File: config.mk
export PLATFORM = sky130hd
export DESIGN_NAME = pad_ctrl_flat
export DESIGN_NICKNAME = d
export VERILOG_FILES = /design/src/rtl/pad_ctrl_pkg.sv /design/src/rtl/pad_ctrl_if.sv /design/src/rtl/len_cnt.sv /design/src/rtl/pad_ctrl.sv /design/src/flat_wrapper.sv
export SDC_FILE = /design/constraint.sdc
export NUM_CORES = 1
export LEC_CHECK = 0
export ABC_CLOCK_PERIOD_IN_PS = 6470
export CAP_MARGIN = 20
export CELL_PAD_IN_SITES_DETAIL_PLACEMENT = 1
export CELL_PAD_IN_SITES_GLOBAL_PLACEMENT = 2
export CORE_ASPECT_RATIO = 1.25
export CORE_MARGIN = 2
export CORE_UTILIZATION = 33
export DETAILED_ROUTE_END_ITERATION = 10
export GPL_TIMING_DRIVEN = 0
export MAX_ROUTING_LAYER = met4
export PLACE_DENSITY = 0.81
export SETUP_SLACK_MARGIN = 0.2
export SYNTH_ARGS = -nofsm -noshare
export SYNTH_HDL_FRONTEND = slang
export SYNTH_SLANG_ARGS = --single-unit
File: constraint.sdc
create_clock -name clk -period 6.47 [get_ports clk]
set_clock_uncertainty 0.15 [all_clocks]
set_input_delay 1.294 -clock clk [delete_from_list [all_inputs] [get_ports clk]]
set_output_delay 1.294 -clock clk [all_outputs]
set_load 0.05 [all_outputs]
File: src/rtl/pad_ctrl_pkg.sv
// Shared SHA-2 padding constants and FSM state encodings.
package pad_ctrl_pkg;
  localparam int W   = 64;
  localparam int WPB = 16;
  localparam int IW  = $clog2(WPB);
  localparam int BPW = 64;

  typedef enum logic [2:0] {
    IDLE,
    DATA,
    PAD,
    ZERO,
    LEN
  } state_t;
endpackage

File: src/rtl/pad_ctrl_if.sv
// Word stream and pktmux select bundle between the padder and its peers.
interface pad_ctrl_if;
  logic                        in_vld;
  logic                        in_last;
  logic                        in_rdy;
  logic                        out_rdy;
  logic                        o_vld;
  logic                        pad_pkt;
  logic                        zero_pkt;
  logic                        mgln_pkt;
  logic [pad_ctrl_pkg::W-1:0]  msg_len;
  logic [pad_ctrl_pkg::IW-1:0] word_idx;
  logic                        blk_last;

  modport master (
    input  in_vld, in_last, out_rdy,
    output in_rdy, o_vld,
    output pad_pkt, zero_pkt, mgln_pkt,
    output msg_len, word_idx, blk_last
  );

  modport slave (
    output in_vld, in_last, out_rdy,
    input  in_rdy, o_vld,
    input  pad_pkt, zero_pkt, mgln_pkt,
    input  msg_len, word_idx, blk_last
  );
endinterface

File: src/rtl/len_cnt.sv
// Message length accumulator: clear, or add one word's worth of bits.
module len_cnt #(
  parameter int W    = 64,
  parameter int STEP = 64
) (
  input  logic         clk,
  input  logic         rst_b,
  input  logic         clr,
  input  logic         inc,
  output logic [W-1:0] len
);
  always_ff @(posedge clk or negedge rst_b) begin
    if (!rst_b)
      len <= '0;
    else if (clr)
      len <= '0;
    else if (inc)
      len <= len + W'(STEP);
  end
endmodule

File: src/rtl/pad_ctrl.sv
// SHA-512 padding sequencer: data pass-through, PAD, ZERO fill, LEN.
module pad_ctrl
  import pad_ctrl_pkg::*;
(
  input  logic      clk,
  input  logic      rst_b,
  input  logic      start,
  input  logic      empty,
  output logic      busy,
  output logic      done,
  pad_ctrl_if.master bus
);
  localparam logic [IW-1:0] ZLAST = IW'(WPB - 2);
  localparam logic [IW-1:0] BLAST = IW'(WPB - 1);

  state_t        state;
  logic [IW-1:0] idx;
  logic          pad_q;
  logic          zero_q;
  logic          mgln_q;
  logic          in_data;
  logic          xfer;

  assign in_data      = (state == DATA);
  assign bus.o_vld    = in_data ? bus.in_vld
                                : (pad_q | zero_q | mgln_q);
  assign bus.in_rdy   = in_data & bus.out_rdy;
  assign xfer         = bus.o_vld & bus.out_rdy;
  assign bus.pad_pkt  = pad_q;
  assign bus.zero_pkt = zero_q;
  assign bus.mgln_pkt = mgln_q;
  assign bus.word_idx = idx;
  assign bus.blk_last = (idx == BLAST);

  len_cnt #(.W(W), .STEP(BPW)) u_len (
    .clk   (clk),
    .rst_b (rst_b),
    .clr   ((state == IDLE) & start),
    .inc   (in_data & xfer),
    .len   (bus.msg_len)
  );

  always_ff @(posedge clk or negedge rst_b) begin
    if (!rst_b) begin
      state  <= IDLE;
      idx    <= '0;
      pad_q  <= 1'b0;
      zero_q <= 1'b0;
      mgln_q <= 1'b0;
      busy   <= 1'b0;
      done   <= 1'b0;
    end else begin
      done <= 1'b0;
      unique case (state)
        IDLE: if (start) begin
          idx  <= '0;
          busy <= 1'b1;
          if (empty) begin
            state <= PAD;
            pad_q <= 1'b1;
          end else begin
            state <= DATA;
          end
        end
        DATA: if (xfer) begin
          idx <= idx + 1'b1;
          if (bus.in_last) begin
            state <= PAD;
            pad_q <= 1'b1;
          end
        end
        // Length field spans words WPB-2..WPB-1, so ZERO always follows PAD.
        PAD: if (xfer) begin
          idx    <= idx + 1'b1;
          state  <= ZERO;
          pad_q  <= 1'b0;
          zero_q <= 1'b1;
        end
        ZERO: if (xfer) begin
          idx <= idx + 1'b1;
          if (idx == ZLAST) begin
            state  <= LEN;
            zero_q <= 1'b0;
            mgln_q <= 1'b1;
          end
        end
        LEN: if (xfer) begin
          idx    <= idx + 1'b1;
          state  <= IDLE;
          mgln_q <= 1'b0;
          busy   <= 1'b0;
          done   <= 1'b1;
        end
        default: state <= IDLE;
      endcase
    end
  end
endmodule
File: src/flat_wrapper.sv
// flat-port wrapper written by rule: the top's interface ports become plain ports
module pad_ctrl_flat import pad_ctrl_pkg::*;
  (clk, rst_b, start, empty, busy, done, bus_in_vld, bus_in_last, bus_out_rdy, bus_in_rdy, bus_o_vld, bus_pad_pkt, bus_zero_pkt, bus_mgln_pkt, bus_msg_len, bus_word_idx, bus_blk_last);
  pad_ctrl_if bus_i ();
  input  logic clk;
  input  logic rst_b;
  input  logic start;
  input  logic empty;
  output logic busy;
  output logic done;
  input wire logic [$bits(bus_i.in_vld)-1:0] bus_in_vld;
  input wire logic [$bits(bus_i.in_last)-1:0] bus_in_last;
  input wire logic [$bits(bus_i.out_rdy)-1:0] bus_out_rdy;
  output wire logic [$bits(bus_i.in_rdy)-1:0] bus_in_rdy;
  output wire logic [$bits(bus_i.o_vld)-1:0] bus_o_vld;
  output wire logic [$bits(bus_i.pad_pkt)-1:0] bus_pad_pkt;
  output wire logic [$bits(bus_i.zero_pkt)-1:0] bus_zero_pkt;
  output wire logic [$bits(bus_i.mgln_pkt)-1:0] bus_mgln_pkt;
  output wire logic [$bits(bus_i.msg_len)-1:0] bus_msg_len;
  output wire logic [$bits(bus_i.word_idx)-1:0] bus_word_idx;
  output wire logic [$bits(bus_i.blk_last)-1:0] bus_blk_last;
  assign bus_i.in_vld = bus_in_vld;
  assign bus_i.in_last = bus_in_last;
  assign bus_i.out_rdy = bus_out_rdy;
  assign bus_in_rdy = bus_i.in_rdy;
  assign bus_o_vld = bus_i.o_vld;
  assign bus_pad_pkt = bus_i.pad_pkt;
  assign bus_zero_pkt = bus_i.zero_pkt;
  assign bus_mgln_pkt = bus_i.mgln_pkt;
  assign bus_msg_len = bus_i.msg_len;
  assign bus_word_idx = bus_i.word_idx;
  assign bus_blk_last = bus_i.blk_last;
  pad_ctrl u_core (.clk(clk), .rst_b(rst_b), .start(start), .empty(empty), .busy(busy), .done(done), .bus(bus_i));
endmodule
==> Word-level counts from Yosys, hierarchy flattened <==
Cells that the tools add are included.
{ "word_totals": {"inputBits": 7, "elab_cells": 77, "out_inout_bits": 76, "reg_bits": 76} }
{ "op_classes": {"mux": 32, "reduce_logical": 14, "n_eq_ne": 15, "n_addsub": 2, "bitwise": 6} }
{ "ops": {"columns": ["cell", "count"], "rows": [
  ["2-to-1 mux 64 bit", 2],
  ["adder 64 x 7 -> 64 bit (second input constant)", 1],
  ["2-to-1 mux 3 bit", 7],
  ["one-hot mux 3 bit (5 select lines)", 1],
  ["2-to-1 mux 1 bit", 14],
  ["!= test 2 x 1 -> 1 bit (second input constant)", 5],
  ["nonzero test 2 bit", 5],
  ["== test 4 bit (second input constant)", 2],
  ["2-to-1 mux 4 bit", 2],
  ["!= test 2 bit (second input constant)", 4],
  ["one-hot mux 4 bit (2 select lines)", 1],
  ["AND reduction 4 bit", 2],
  ["AND reduction 7 bit", 1],
  ["== test 3 x 2 -> 1 bit (second input constant)", 2],
  ["one-hot mux 1 bit (2 select lines)", 3],
  ["AND reduction 3 bit", 2],
  ["AND reduction 6 bit", 1],
  ["adder 4 x 1 -> 4 bit (second input constant)", 1],
  ["bitwise AND 1 bit", 4],
  ["OR reduction 4 bit", 1],
  ["== test 3 x 1 -> 1 bit (second input constant)", 1],
  ["== test 3 bit (second input constant)", 1],
  ["zero test 3 bit", 1],
  ["one-hot mux 1 bit (3 select lines)", 1],
  ["other kinds (3)", 4]
]} }

==> Logic depth before layout (Yosys ltp) <==
Gate-level depths: netlist (run 1).
{ "depth": {"ltp_word": 7, "mapped_depth": 8} }

==> Modules after synthesis <==
Synthesis (run 1) repeated with hierarchy kept, for this count alone.
{ "hier_totals": {"hier_cells": 427, "hier_area_um2": 3962.6} }
{ "modules_own_cells": {"columns": ["mod", "n_inst", "area_per_inst_um2", "cells_per_inst", "seq_area_each_um2"], "rows": [
  ["len_cnt", 1, 3263.1, 350, 1451.4],
  ["pad_ctrl", 1, 699.4, 77, 300.3]
]} }

==> Worst setup path after synthesis (run 1) <==
No wires, ideal clock.
{ "synth_timing": {"kind": "input-to-output", "startpoint": "input bus_in_vld", "endpoint": "output bus_o_vld", "stages": 3, "path_buffers": 0, "arrival_ns": 2.248, "slack_ns": 2.778, "cell_sequence": "or4b_2 o21ai_0 inv_1"} }
{ "synth_via": {"elab_chain_cells": 1} }
{ "synth_rtl": {"columns": ["element", "line_no", "source"], "rows": [
  ["start: declaration", "flat_wrapper.sv:11", "input wire logic [$bits(bus_i.in_vld)-1:0] bus_in_vld;"],
  ["2-to-1 mux 1 bit", "pad_ctrl.sv:25", "assign bus.o_vld = in_data ? bus.in_vld"],
  ["end: declaration", "flat_wrapper.sv:15", "output wire logic [$bits(bus_i.o_vld)-1:0] bus_o_vld;"]
]} }
Every way passes these cells.

==> Worst setup path in the final report (run 1) <==
Ends and elaborated chain as after synthesis.

==> results.sh, run 1 <==
export IMPL_worstSkewPairLatency_ns=0.33
export IMPL_synth_edff_count=0
export IMPL_fill_cells=1352
export IMPL_hold_viol=0
export IMPL_die_h_um=126.1
export IMPL_synth_cell_types=45
export IMPL_async_flop_share_pct=100.0
export IMPL_holdPathStages=1
export IMPL_postCtsHoldBufs=0
export IMPL_cts_sinks=70
export IMPL_synth_seq_cells=70
export IMPL_overflow=0
export IMPL_port_buffer_count=75
export IMPL_worst_path_buf_inv=3
export IMPL_core_um2=11620
export IMPL_slowest_stage="clkdlybuf4s50_1"
export IMPL_seq_area_frac_synth_pct=44.50
export IMPL_drt_first_pass_iters=4
export IMPL_p_comb_share_pct=30.8
export IMPL_die_area_um2=12820
export IMPL_synth_compound_area_share_pct=11.67
export IMPL_synthSimpleGateAreaFrac_pct=29.82
export IMPL_cts_tree="done"
export IMPL_crit_top_cell="clkdlybuf4s50_1"
export IMPL_drv_slew=0
export IMPL_maxCapViolCount=0
export IMPL_final_nets=544
export IMPL_r2r_setup_slack_ns=3.63
export IMPL_synth_fa_ha_area_share_pct=0.9536
export IMPL_ctsResizeCount=0
export IMPL_antenna_found_initial=0
export IMPL_min_to="u_core.bus.zero_pkt"
export IMPL_ys_flop_type="dfrtp_1"
export IMPL_routabilityCongestion=0.8582
export IMPL_ioPinCount=83
export IMPL_timing_slew_headroom_pct=45.55
export IMPL_reg2reg_depth=5
export IMPL_synth_avg_cell_area_um2=8.906
export IMPL_p_leak_nw=2.062
export IMPL_synth_top_family_by_area="simple AND/OR/NAND/NOR gates"
export IMPL_run_status="complete, no violations"
export IMPL_startpoint="bus_in_vld"
export IMPL_wl_um=12150
export IMPL_layout_min_cycle_time_ns=4.782
export IMPL_antenna_left=0
export IMPL_pre_cts_ws_ns=1.703
export IMPL_cts_root_buf="clkbuf_16"
export IMPL_min_delay_start="u_core.bus.zero_pkt"
export IMPL_vias=3733
export IMPL_slowest_delay_ns=0.70
export IMPL_p_clk_share_pct=34.3
export IMPL_rr_endpoint="u_core.u_len.len[51]"
export IMPL_crit_arrival_ns=3.34
export IMPL_peakVddDrop_v=0.0001886
export IMPL_cp_top_family="buffers and inverters"
export IMPL_seqPwrFrac_pct=34.9
export IMPL_grt_max_degree=41
export IMPL_switching_share_pct=36.33
export IMPL_finalCritPeriodShare_pct=73.92
export IMPL_start_kind="input pin"
export IMPL_clk_path_buf_depth=2
export IMPL_yosysWarnings=0
export IMPL_synth_area_top_cells="dfrtp_1 (45%), xnor2_1 (4.7%), nor2_1 (4.4%), a21oi_1 (3.9%), or3_1 (3.8%)"
export IMPL_grt_pass1_vias=3968
export IMPL_crit_type="in2out"
export IMPL_cts_setup_buffers=0
export IMPL_synth_mux_area_fraction_pct=0.7629
export IMPL_synth_xor_area_share_pct=7.343
export IMPL_timing_hold_ws_ns=0.3759
export IMPL_tightest_slew_ns=0.8105
export IMPL_grt_pass1_wl_um=19890
export IMPL_yosysMostFrequentCell="dfrtp_1"
export IMPL_synth_largest_area_cell="dfrtp_1"
export IMPL_numCtsBuffers=9
export IMPL_wire_per_inst_um=17.35
export IMPL_drive_gt1_share_pct=6.122
export IMPL_hpwl_um=8846
export IMPL_antenna_cells=0
export IMPL_yosysTopAreaCellShare_pct=44.50
export IMPL_row_count=44
export IMPL_pwr_density_cell_nw_per_um2=295.3
export IMPL_drc_errors=0
export IMPL_path_cells="clkdlybuf4s50_1 > or4b_2 > o21ai_0 > inv_1 > clkdlybuf4s50_1"
export IMPL_path_max_fanout=4
export IMPL_grt_setup_unrepaired="no"
export IMPL_reg2reg_from="u_core.u_len.len[8]"
export IMPL_crit_required_ns=5.03
export IMPL_path_clk_slew_ns=0.05
export IMPL_htreeDepth=3
export IMPL_fp_dieW_um=101.7
export IMPL_layout_setup_ws_ns=1.688
export IMPL_setup_viol=0
export IMPL_p_switching_mw=0.5623
export IMPL_finalSetupTns_ns=0
export IMPL_areaGrowthSynthToFinish_pct=33.15
export IMPL_fmax_ghz=0.2091
export IMPL_drtIter0Drc=132
export IMPL_p_int_mw=0.9853
export IMPL_syn_inst=442
export IMPL_grt_total_usage_pct=20.08
export IMPL_hold_class="reg2reg"
export IMPL_syn_cell_area_um2=3936
export IMPL_via_per_inst=5.333
export IMPL_cp_end_kind="primary output"
export IMPL_synth_common_cells="dfrtp_1 (70), nor2_1 (46), a21oi_1 (31)"
export IMPL_start_util_pct=33.89
==> layout by cell type (no fill, tap or decap), types with 6 or more instances in the layout <==
master	n
inv_1	17
xnor2_1	21
nor3_1	13
clkbuf_1	15
nand2_1	27
and3_1	12
nor2_1	46
and4_1	8
o21ai_0	29
or4_1	6
conb_1	6
or3_1	24
nand3_1	25
a21oi_1	31
buf_4	7
xor2_1	12
nor4_1	12
dfrtp_1	70
nand4_1	21
clkbuf_16	9
clkdlybuf4s50_1	74
==> power by group through the flow <==
| stage | Combinational, mW | Clock (mW) | Sequential [mW] |
|---|---|---|---|
| after floorplan | 0.207 | 0 | 0.654 |
| after global placement | 0.466 | 0 | 0.545 |
| after detailed placement | 0.477 | 0 | 0.547 |
| after CTS | 0.482 | 0.544 | 0.540 |
| after global routing | 0.516 | 0.556 | 0.548 |
| final | 0.477 | 0.531 | 0.540 |
==> flip-flops by register name, indices dropped and copies added (netlist names) <==
signal	cells
u_core.bus.zero_pkt	1
u_core.state	3
u_core.bus.mgln_pkt	1
u_core.bus.pad_pkt	1
u_core.bus.word_idx	4
u_core.busy	1
u_core.u_len.len	58
u_core.done	1
==> per-stage QoR <==
step | instances | instance area (um^2) | total power, mW | utilization [%]
after global placement | 683 | 4907 | 1.011 | 42.24
after detailed placement | 684 | 4925 | 1.024 | 42.40
after CTS | 700 | 5241 | 1.566 | 45.12
after global routing | 700 | 5241 | 1.620 | 45.12
after floorplan | 447 | 3955 | 0.8607 | -
final | 700 | 5241 | 1.548 | 45.12
==> cells by family (layout without fill, tap and decap cells) <==
logic type | count (synthesis) | count (layout)
XOR/XNOR | 33 | 33
buffers and inverters | 41 | 133
other | 1 | 6
AO/OA/AOI/OAI | 80 | 80
multiplexers | 3 | 3
AND/OR/NAND/NOR | 211 | 211
adder cells (fa/ha/maj) | 3 | 3
flip-flops | 70 | 70
==> how the worst max path moves through the flow <==
stage | to | slack (ns) | cells after the start
final | bus_o_vld | 1.69 | 5
after global routing | bus_o_vld | 1.60 | 5
after CTS | bus_o_vld | 1.69 | 5
after detailed placement | bus_o_vld | 1.70 | 5
after global placement | u_core.bus.word_idx[1] | 1.29 | 1
after floorplan | bus_o_vld | 2.78 | 3
==> cell type report <==
cell class	instances	area (um^2)	area share (%)
clock inverters	4	70.07	1.337
clock buffers	12	246.5	4.703
plain buffers	24	127.6	2.435
well taps	161	201.4	3.843
flip-flops and latches	70	1752	33.42
repair buffers	76	768.2	14.66
multi-input cells	336	2012	38.39
inverters	17	63.81	1.217
==> layer usage <==
| layer | global-route usage [%] | vias up | part of all wire (%) |
|---|---|---|---|
| met2 | 33.13 | 79 | 51 |
| met5 | - | - | 0 |
| met3 | 2.164 | 31 | 2.5 |
| met4 | 8.903 | 0 | 2.9 |
| met1 | 24.52 | 1844 | 43 |
| li1 | - | 1779 | - |
Power figures use the tool's default switching activity.
==> inputs of run 2 (changes only) <==
- ABC_CLOCK_PERIOD_IN_PS: 6470 -> 4900
- CORE_UTILIZATION: 33 -> 31
- PLACE_DENSITY: 0.81 -> 0.77
- clock period: 6.47 -> 4.9 ns (I/O delays scaled with it)
==> run 2 against run 1 <==
Effect of this change:
- count of clock-buffer cells in the layout stayed put
- routed wire length increased by 2.7%
- total power rose by 30%
- sequential share of layout area about the same
- die area grew 6.2%
- critical path type unchanged
- combinational power is 34% higher
- clock power up 26%
- global-route usage fell by 0.45 points
- via count is 1.3% higher
- hold slack worse by 0.0045 ns
==> results.sh, run 2 (synthesized netlist as in run 1, its figures left out) <==
export IMPL_cts_sinks=70
export IMPL_final_common_cell="clkdlybuf4s50_1"
export IMPL_grt_pass1_wl_um=20680
export IMPL_ioPinCount=83
export IMPL_drive_gt1_share_pct=6.308
export IMPL_layout_common_cells="clkdlybuf4s50_1 (74), dfrtp_1 (70), nor2_1 (46), a21oi_1 (31), o21ai_0 (29)"
export IMPL_antenna_found_initial=0
export IMPL_stdcell_count=707
export IMPL_numCtsBuffers=9
export IMPL_antenna_cells=0
export IMPL_layout_min_cycle_time_ns=4.111
export IMPL_die_area_um2=13620
export IMPL_hold_class="reg2reg"
export IMPL_dpl_cell_count=691
export IMPL_grt_max_degree=50
export IMPL_grt_setup_unrepaired="no"
export IMPL_wl_um=12480
export IMPL_vias=3781
export IMPL_fmax_ghz=0.2433
export IMPL_slowest_stage="clkdlybuf4s50_1"
export IMPL_htreeDepth=3
export IMPL_path_clk_slew_ns=0.06
export IMPL_port_buffer_count=75
export IMPL_fill_cells=1492
export IMPL_timing_slew_headroom_pct=40.46
export IMPL_setup_viol=0
export IMPL_routabilityCongestion=0.8287
export IMPL_crit_type="in2out"
export IMPL_via_per_inst=5.348
export IMPL_path_max_fanout=4
export IMPL_cts_root_buf="clkbuf_16"
export IMPL_p_total_mw=2.019
export IMPL_run_status="complete, no violations"
export IMPL_cts_setup_buffers=0
export IMPL_postCtsHoldBufs=0
export IMPL_worstSkewPairLatency_ns=0.33
export IMPL_core_um2=12550
export IMPL_r2r_setup_slack_ns=2.06
export IMPL_drc_errors=0
export IMPL_grt_total_usage_pct=19.63
export IMPL_p_leak_nw=2.061
export IMPL_drtIter0Drc=159
export IMPL_areaGrowthSynthToFinish_pct=33.19
export IMPL_die_h_um=130.0
export IMPL_tightest_slew_ns=0.8862
export IMPL_row_count=46
export IMPL_worst_path_buf_inv=3
export IMPL_top_register="u_core.u_len.len"
export IMPL_path_cells="clkdlybuf4s50_1 > or4b_2 > o21ai_0 > inv_1 > clkdlybuf4s50_1"
export IMPL_post_route_util_pct=41.78
export IMPL_pwr_density_cell_nw_per_um2=385.1
export IMPL_crit_top_cell="clkdlybuf4s50_1"
export IMPL_cp_top_family="buffers and inverters"
export IMPL_peakVddDrop_v=0.0002933
export IMPL_finalCritPeriodShare_pct=83.90
export IMPL_final_nets=544
export IMPL_antenna_left=0
export IMPL_largest_reg_flops=58
export IMPL_grt_pass1_vias=3932
export IMPL_drt_first_pass_iters=4
export IMPL_hpwl_um=9233
export IMPL_maxCapViolCount=0
export IMPL_start_kind="input pin"
export IMPL_cts_tree="done"
export IMPL_start_util_pct=31.37
export IMPL_overflow=0
export IMPL_drv_slew=0
export IMPL_hold_viol=0
export IMPL_wire_per_inst_um=17.65
export IMPL_ctsResizeCount=0
export IMPL_crit_required_ns=3.77
export IMPL_crit_arrival_ns=2.98
export IMPL_layout_setup_ws_ns=0.7891
export IMPL_cp_end_kind="primary output"
export IMPL_clk_path_buf_depth=2
export IMPL_pre_cts_ws_ns=0.7848
export IMPL_slowest_delay_ns=0.70
export IMPL_fp_dieW_um=104.8
## run 2: changes by cell type in the layout (fill, tap and decap cells not counted), sizes merged
cell,change
clkinv,+1
bufinv,-1
## run 2: report_power, final
group	switching [mW]	total (mW)	internal (mW)
logic	0.427	0.638	0.210
registers	0.0789	0.713	0.634
clock network	0.249	0.668	0.420
total	0.755	2.02	1.26
## run 2: area by class of cell
| class | instances | area (um^2) | area share (%) |
|---|---|---|---|
| clock inverter | 4 | 45.04 | 0.8592 |
| timing repair buffer | 76 | 775.7 | 14.80 |
| buffer | 24 | 127.6 | 2.434 |
| sequential | 70 | 1752 | 33.41 |
| inverter | 17 | 63.81 | 1.217 |
| tap | 168 | 210.2 | 4.010 |
| multi-input combinational | 336 | 2012 | 38.38 |
| clock buffer | 12 | 256.5 | 4.893 |
## run 2: metrics by stage
step | area [um^2] | hold WS [ns] | setup TNS, ns
after floorplan | 3955 | 0.5344 | 0
after global placement | 4916 | 0.3483 | -2.200
after detailed placement | 4941 | 0.3569 | 0
after CTS | 5243 | 0.3834 | 0
after global routing | 5243 | 0.4014 | 0
final | 5243 | 0.3714 | 0
## run 2: routing by layer
metal | track usage [%] | vias to the layer above | wire length (um)
li1 | - | 1776 | -
met1 | 22.65 | 1926 | 5300
met2 | 34.53 | 66 | 6610
met3 | 3.946 | 13 | 367
met4 | 6.118 | 0 | 198
met5 | - | - | 0
## run 2: path summary, 6_finish.rpt
kind,endpoint,startpoint,cells past startpoint
worst min register to register,u_core.bus.zero_pkt,u_core.bus.zero_pkt,1
worst max-delay path,bus_o_vld,bus_in_vld,5
max in group asynchronous,u_core.u_len.len[18],rst_b,2
worst min-delay path,u_core.bus.zero_pkt,u_core.bus.zero_pkt,1
min in group asynchronous,u_core.u_len.len[43],rst_b,1
worst max register to register,u_core.u_len.len[47],u_core.u_len.len[8],5
==> patch 1 (settings of run 1) <==
`W` is set to 64 in 2 places; all go to 128.
--- a/src/rtl/pad_ctrl_pkg.sv
+++ b/src/rtl/pad_ctrl_pkg.sv
@@ -1,6 +1,6 @@
 // Shared SHA-2 padding constants and FSM state encodings.
 package pad_ctrl_pkg;
-  localparam int W   = 64;
+  localparam int W   = 128;
   localparam int WPB = 16;
   localparam int IW  = $clog2(WPB);
   localparam int BPW = 64;
--- a/src/rtl/len_cnt.sv
+++ b/src/rtl/len_cnt.sv
@@ -1,6 +1,6 @@
 // Message length accumulator: clear, or add one word's worth of bits.
 module len_cnt #(
-  parameter int W    = 64,
+  parameter int W    = 128,
   parameter int STEP = 64
 ) (
   input  logic         clk,
Interface: changed (resized bus_msg_len); port bits go from 83 to 147. No check against the original RTL was run, so the function may have changed too.
==> patch 1 against run 1 <==
Wire length grew to 3.1 times the old value. Largest power group is now the clock network. Sequential cell count increased by 64. Maximum frequency decreased by 0.96%. Clock power up 100%. Combinational power grew 21%. Power up 66%. Non-clock buffer count increased by 94. Synthesized area rose by 130%. Final area grew 120%. Setup slack got worse by 46 ps. Register-to-register slack got worse by 460 ps.
==> patch 1: results (changes against run 1) <==
[outcome]
status=finished, final reports clean  ; unchanged

[grt]
grt_max_degree=83  ; was 41
antenna_found_initial=0  ; unchanged
grt_pass1_vias=9637  ; was 3968
gr-usage-all-layers_pct=27.5  ; was 20.1%
grt_pass1_wl_um=57800  ; was 19900 um

[synthesis]
synth_compound_area_share_pct=10.6  ; was 11.7%
async_flop_share_pct=100  ; unchanged
ys_warn_count=0  ; unchanged
yosys_most_used_dff=dfrtp_1  ; unchanged
synthTopCellsByArea=dfrtp_1 (38%), nand4_1 (7.2%), nor4_1 (4.4%)  ; was dfrtp_1 (45%), xnor2_1 (4.7%), nor2_1 (4.4%)
synth_top_cell_area_share_pct=37.8  ; was 44.5%
synthAdderAreaFrac_pct=0.423  ; was 0.954%
synth.top_cells.by_count=dfrtp_1 (134), nand4_1 (102), nand2_1 (97), nor2_1 (73), nor4_1 (63)  ; was dfrtp_1 (70), nor2_1 (46), a21oi_1 (31), o21ai_0 (29), nand2_1 (27)
synth_cell_types=60  ; was 45
synthXorXnorAreaFrac_pct=3.06  ; was 7.34%
ys_seq_area_share_pct=37.8  ; was 44.5%
synthMuxAreaShare_pct=3.72  ; was 0.763%

[power_and_ir_drop]
peakVddDrop_uv=210  ; was 189 uV
leakagePower_nw=4.05  ; was 2.06 nW

[detailed_routing]
drtAntennaViolNets=0  ; unchanged
top_layer_used=met4  ; unchanged
met3WireLength_um=1690  ; was 300 um
drt-initial-drc-count=509  ; was 132
drt_first_pass_iters=7  ; was 4
viasPerCell=6.05  ; was 5.33
wl_met2_um=18600  ; was 6220 um
met1_length_um=15500  ; was 5280 um
wirelength_um=37200  ; was 12100 um

[worst_setup_path]
rrSetupSlack_ps=3170  ; was 3630 ps
r2r_cells=6  ; was 5
cp_max_fo=5  ; was 4

[placed_design]
dp_hpwl_um=28000  ; was 8850 um
dpl_cell_area_mm2=0.0108  ; was 0.00492 mm2
gp_congestion=0.909  ; was 0.858
portBuffers=140  ; was 75

[layout]
n_antenna_cell=0  ; unchanged
largest_reg_flops=122  ; was 58
fin_nets=1200  ; was 544
regMostFlops=u_core.u_len.len  ; unchanged
fill_cells=3158  ; was 1352
drive_gt1_share_pct=8.56  ; was 6.12%

[sta]
min_period_over_period_pct=74.6  ; was 73.9%
worst_pin_slew_ps=1150  ; was 811 ps
timing.hold.ws_ps=392  ; was 376 ps

[min_path]
worst_hold_path_type=flip-flop to flip-flop  ; unchanged
hold_depth=2  ; was 1

[clock_network]
cts.clk_slew.worst_paths_ps=60
ctsResizeCount=0  ; unchanged
post_cts.repair.setup_buffers=0  ; unchanged
htree_levels=4  ; was 3
insertion_delay_ps=450  ; was 330 ps
cts.path.max_buffers=2  ; unchanged
root_buffer=clkbuf_16  ; unchanged
numCtsBuffers=17  ; was 9

==> patch 1: layout make-up <==
type,count,area (um2),share of cell area [%]
Multi-Input combinational cell,814,5160,45.4
Inverter,29,109,0.957
Clock buffer,17,425,3.74
Tap cell,345,432,3.79
Clock inverter,15,194,1.70
Sequential cell,134,3350,29.5
Timing Repair Buffer,142,1440,12.6
Buffer,52,263,2.31
==> patch 1: worst max-delay path: stages <==
cell and delay, ps:
clkdlybuf4s50_1 540, or4b_2 700, o21a_1 150, clkdlybuf4s50_1 700
==> patch 1: path summary, 6_finish.rpt <==
check / startpoint / end
hold reg to reg: u_core.u_len.len[127] / u_core.u_len.len[127]
setup / recovery: bus_in_vld / bus_o_vld
max in group asynchronous: rst_b / u_core.u_len.len[71]
min in group asynchronous: rst_b / u_core.bus.word_idx[1]
setup reg to reg: u_core.u_len.len[44] / u_core.u_len.len[122]
hold / removal: u_core.u_len.len[127] / u_core.u_len.len[127]
==> patch 1: report_power, final <==
group	leakage, nW	total [mW]	internal, mW	switching [mW]
Clock	0.293	1.06	0.616	0.447
Combinational	1.91	0.579	0.173	0.406
Sequential	1.84	0.927	0.876	0.0513
==> patch 1: metrics by stage <==
| step | instances | setup TNS, ps | total power [mW] |
|---|---|---|---|
| floorplan | 1029 | 0 | 1.31 |
| global placement | 1514 | -283020 | 1.51 |
| detailed placement | 1516 | 0 | 1.52 |
| CTS | 1548 | 0 | 2.59 |
| global route | 1548 | 0 | 2.67 |
| finish | 1548 | 0 | 2.57 |
==> patch 1: kinds of logic (layout without fill, tap and decap cells) <==
logic type,count (synthesis),after routing
multiplexers,33,33
XOR/XNOR,31,31
buffers and inverters,81,255
flip-flops,134,134
adder cells (fa/ha/maj),3,3
other,1,6
AO/OA/AOI/OAI,150,150
AND/OR/NAND/NOR,591,591
==> patch 1: metal layers <==
| layer | vias up | GRT usage [%] |
|---|---|---|
| met1 | 4756 | 33.5 |
| li1 | 4257 | - |
| met5 | - | - |
| met3 | 73 | 4.49 |
| met4 | 0 | 11.3 |
| met2 | 273 | 45.0 |
==> patch 2 (flow settings as in run 1) <==
Made on the original files. One comparison of `idx` changes from == to >=.
--- a/src/rtl/pad_ctrl.sv
+++ b/src/rtl/pad_ctrl.sv
@@ -78,7 +78,7 @@
         end
         ZERO: if (xfer) begin
           idx <= idx + 1'b1;
-          if (idx == ZLAST) begin
+          if (idx >= ZLAST) begin
             state  <= LEN;
             zero_q <= 1'b0;
             mgln_q <= 1'b1;
Function: same outputs for any inputs over 10 cycles, from zero or initial values and one cycle with rst_b low; that may be too few to reach the edited logic, so the function may still have changed.
==> patch 2 against run 1 <==
Maximum frequency rose by 1.7%. Core utilization decreased by 0.53 points. Power fell by 0.58%. Critical path type unchanged. Largest power group is now the clock network. Synthesized area grew 2.3%. Sequential cell count stayed put. Setup slack gained 81 ps. Final area increased by 2.5%. Largest cell class unchanged. Wire length is 1.0% higher. Final cell count increased by 1.0%. First-iteration DRC count decreased by 14%.
==> patch 2: results (changes against run 1) <==
[outcome]
status=finished, final reports clean  ; unchanged

[synthesis]
synth.top_cells.by_count=dfrtp_1 (70), nor2_1 (40), a21oi_1 (39), o21ai_0 (38), nand4_1 (34)  ; was dfrtp_1 (70), nor2_1 (46), a21oi_1 (31), o21ai_0 (29), nand2_1 (27)
async_flop_share_pct=100  ; unchanged
synth_cell_types=55  ; was 45
ys_seq_area_share_pct=43.5  ; was 44.5%
synthTopCellsByArea=dfrtp_1 (43%), nand4_1 (5.3%), a21oi_1 (4.8%)  ; was dfrtp_1 (45%), xnor2_1 (4.7%), nor2_1 (4.4%)
ys_warn_count=0  ; unchanged

[grt]
met1_usage_pct=24.9  ; was 24.5%
grt_max_degree=45  ; was 41
grt_pass1_vias=3928  ; was 3968
use_met3_pct=3.77  ; was 2.16%
grt_pass1_wl_um=20300  ; was 19900 um
use_met2_pct=33.7  ; was 33.1%
gr-usage-all-layers_pct=20.3  ; was 20.1%

[worst_setup_path]
r2r_cells=6  ; was 5
slowest_stage=clkdlybuf4s50_1  ; unchanged
crit_family=buffers and inverters  ; unchanged
slowest_delay_ps=700  ; about the same
cp_max_fo=3  ; was 4

[layout]
largest_reg_flops=58  ; unchanged
fin_nets=548  ; was 544
n_antenna_cell=0  ; unchanged
fill_cells=1430  ; was 1352
drive_gt1_share_pct=8.47  ; was 6.12%

[detailed_routing]
wl_met2_um=6370  ; was 6220 um
met3WireLength_um=418  ; was 300 um
top_layer_used=met4  ; unchanged
wire_per_inst_um=17.4  ; about the same
viasPerCell=5.39  ; was 5.33
met1_length_um=5310  ; was 5280 um
drt_first_pass_iters=4  ; unchanged
drt-initial-drc-count=114  ; was 132

[clock_network]
root_buffer=clkbuf_16  ; unchanged
numCtsBuffers=9  ; unchanged
insertion_delay_ps=340
ctsResizeCount=0  ; unchanged
cts.clk_slew.worst_paths_ps=50  ; about the same
htree_levels=3  ; unchanged
cts.path.max_buffers=2  ; unchanged
post_cts.repair.setup_buffers=0  ; unchanged

[placed_design]
gp_congestion=0.797  ; was 0.858
portBuffers=76  ; was 75
pre_cts_ws_ps=1770  ; was 1700 ps
dp_hpwl_um=8970  ; was 8850 um

[min_path]
worst_hold_path_type=flip-flop to flip-flop  ; unchanged

[sta]
slew_headroom_pct=54.8  ; was 45.5%

[power_and_ir_drop]
peakVddDrop_uv=192  ; was 189 uV
leakagePower_nw=2.12  ; was 2.06 nW

## patch 2: report_power, final
| group | internal, mW | total [mW] | switching [mW] |
|---|---|---|---|
| clock | 0.369 | 0.558 | 0.189 |
| sequential | 0.480 | 0.540 | 0.0601 |
| combinational | 0.151 | 0.441 | 0.290 |
## patch 2: cell type report
cell class	count	area, um2	area share (%)
well taps	164	205	3.82
clock inverters	3	65.1	1.21
plain buffers	21	120	2.24
repair buffers	77	786	14.6
multi-input cells	350	2140	39.8
inverters	9	33.8	0.629
flip-flops and latches	70	1750	32.6
clock buffers	13	270	5.03
## patch 2: kinds of logic after synthesis
family | share of synthesized area, %
multiplexers | 1.06
XOR/XNOR | 5.44
other | 0.0931
flip-flops | 43.5
AO/OA/AOI/OAI | 13.6
adder cells (fa/ha/maj) | 0.932
buffers and inverters | 3.82
AND/OR/NAND/NOR | 31.6
## patch 2: path summary, 6_finish.rpt
path | start | endpoint | slack, ps
max in group asynchronous | rst_b | u_core.u_len.len[23] | 4860
min in group asynchronous | rst_b | u_core.u_len.len[10] | 730
worst max-delay path | bus_in_vld | bus_o_vld | 1770
worst min register to register | u_core.busy | u_core.busy | 370
worst max register to register | u_core.state[2] | u_core.u_len.len[42] | 3660
worst min-delay path | u_core.busy | u_core.busy | 370
## patch 2: stage by stage
| stage | std cells | util [%] | cell area, um2 | power (mW) |
|---|---|---|---|---|
| 2_1_floorplan | 450 | - | 4050 | 0.837 |
| 3_3_place_gp | 690 | 41.6 | 5010 | 0.979 |
| 3_5_place_dp | 691 | 41.8 | 5040 | 0.992 |
| 4_1_cts | 707 | 44.6 | 5370 | 1.56 |
| 5_1_grt | 707 | 44.6 | 5370 | 1.61 |
| 6_report | 707 | 44.6 | 5370 | 1.54 |
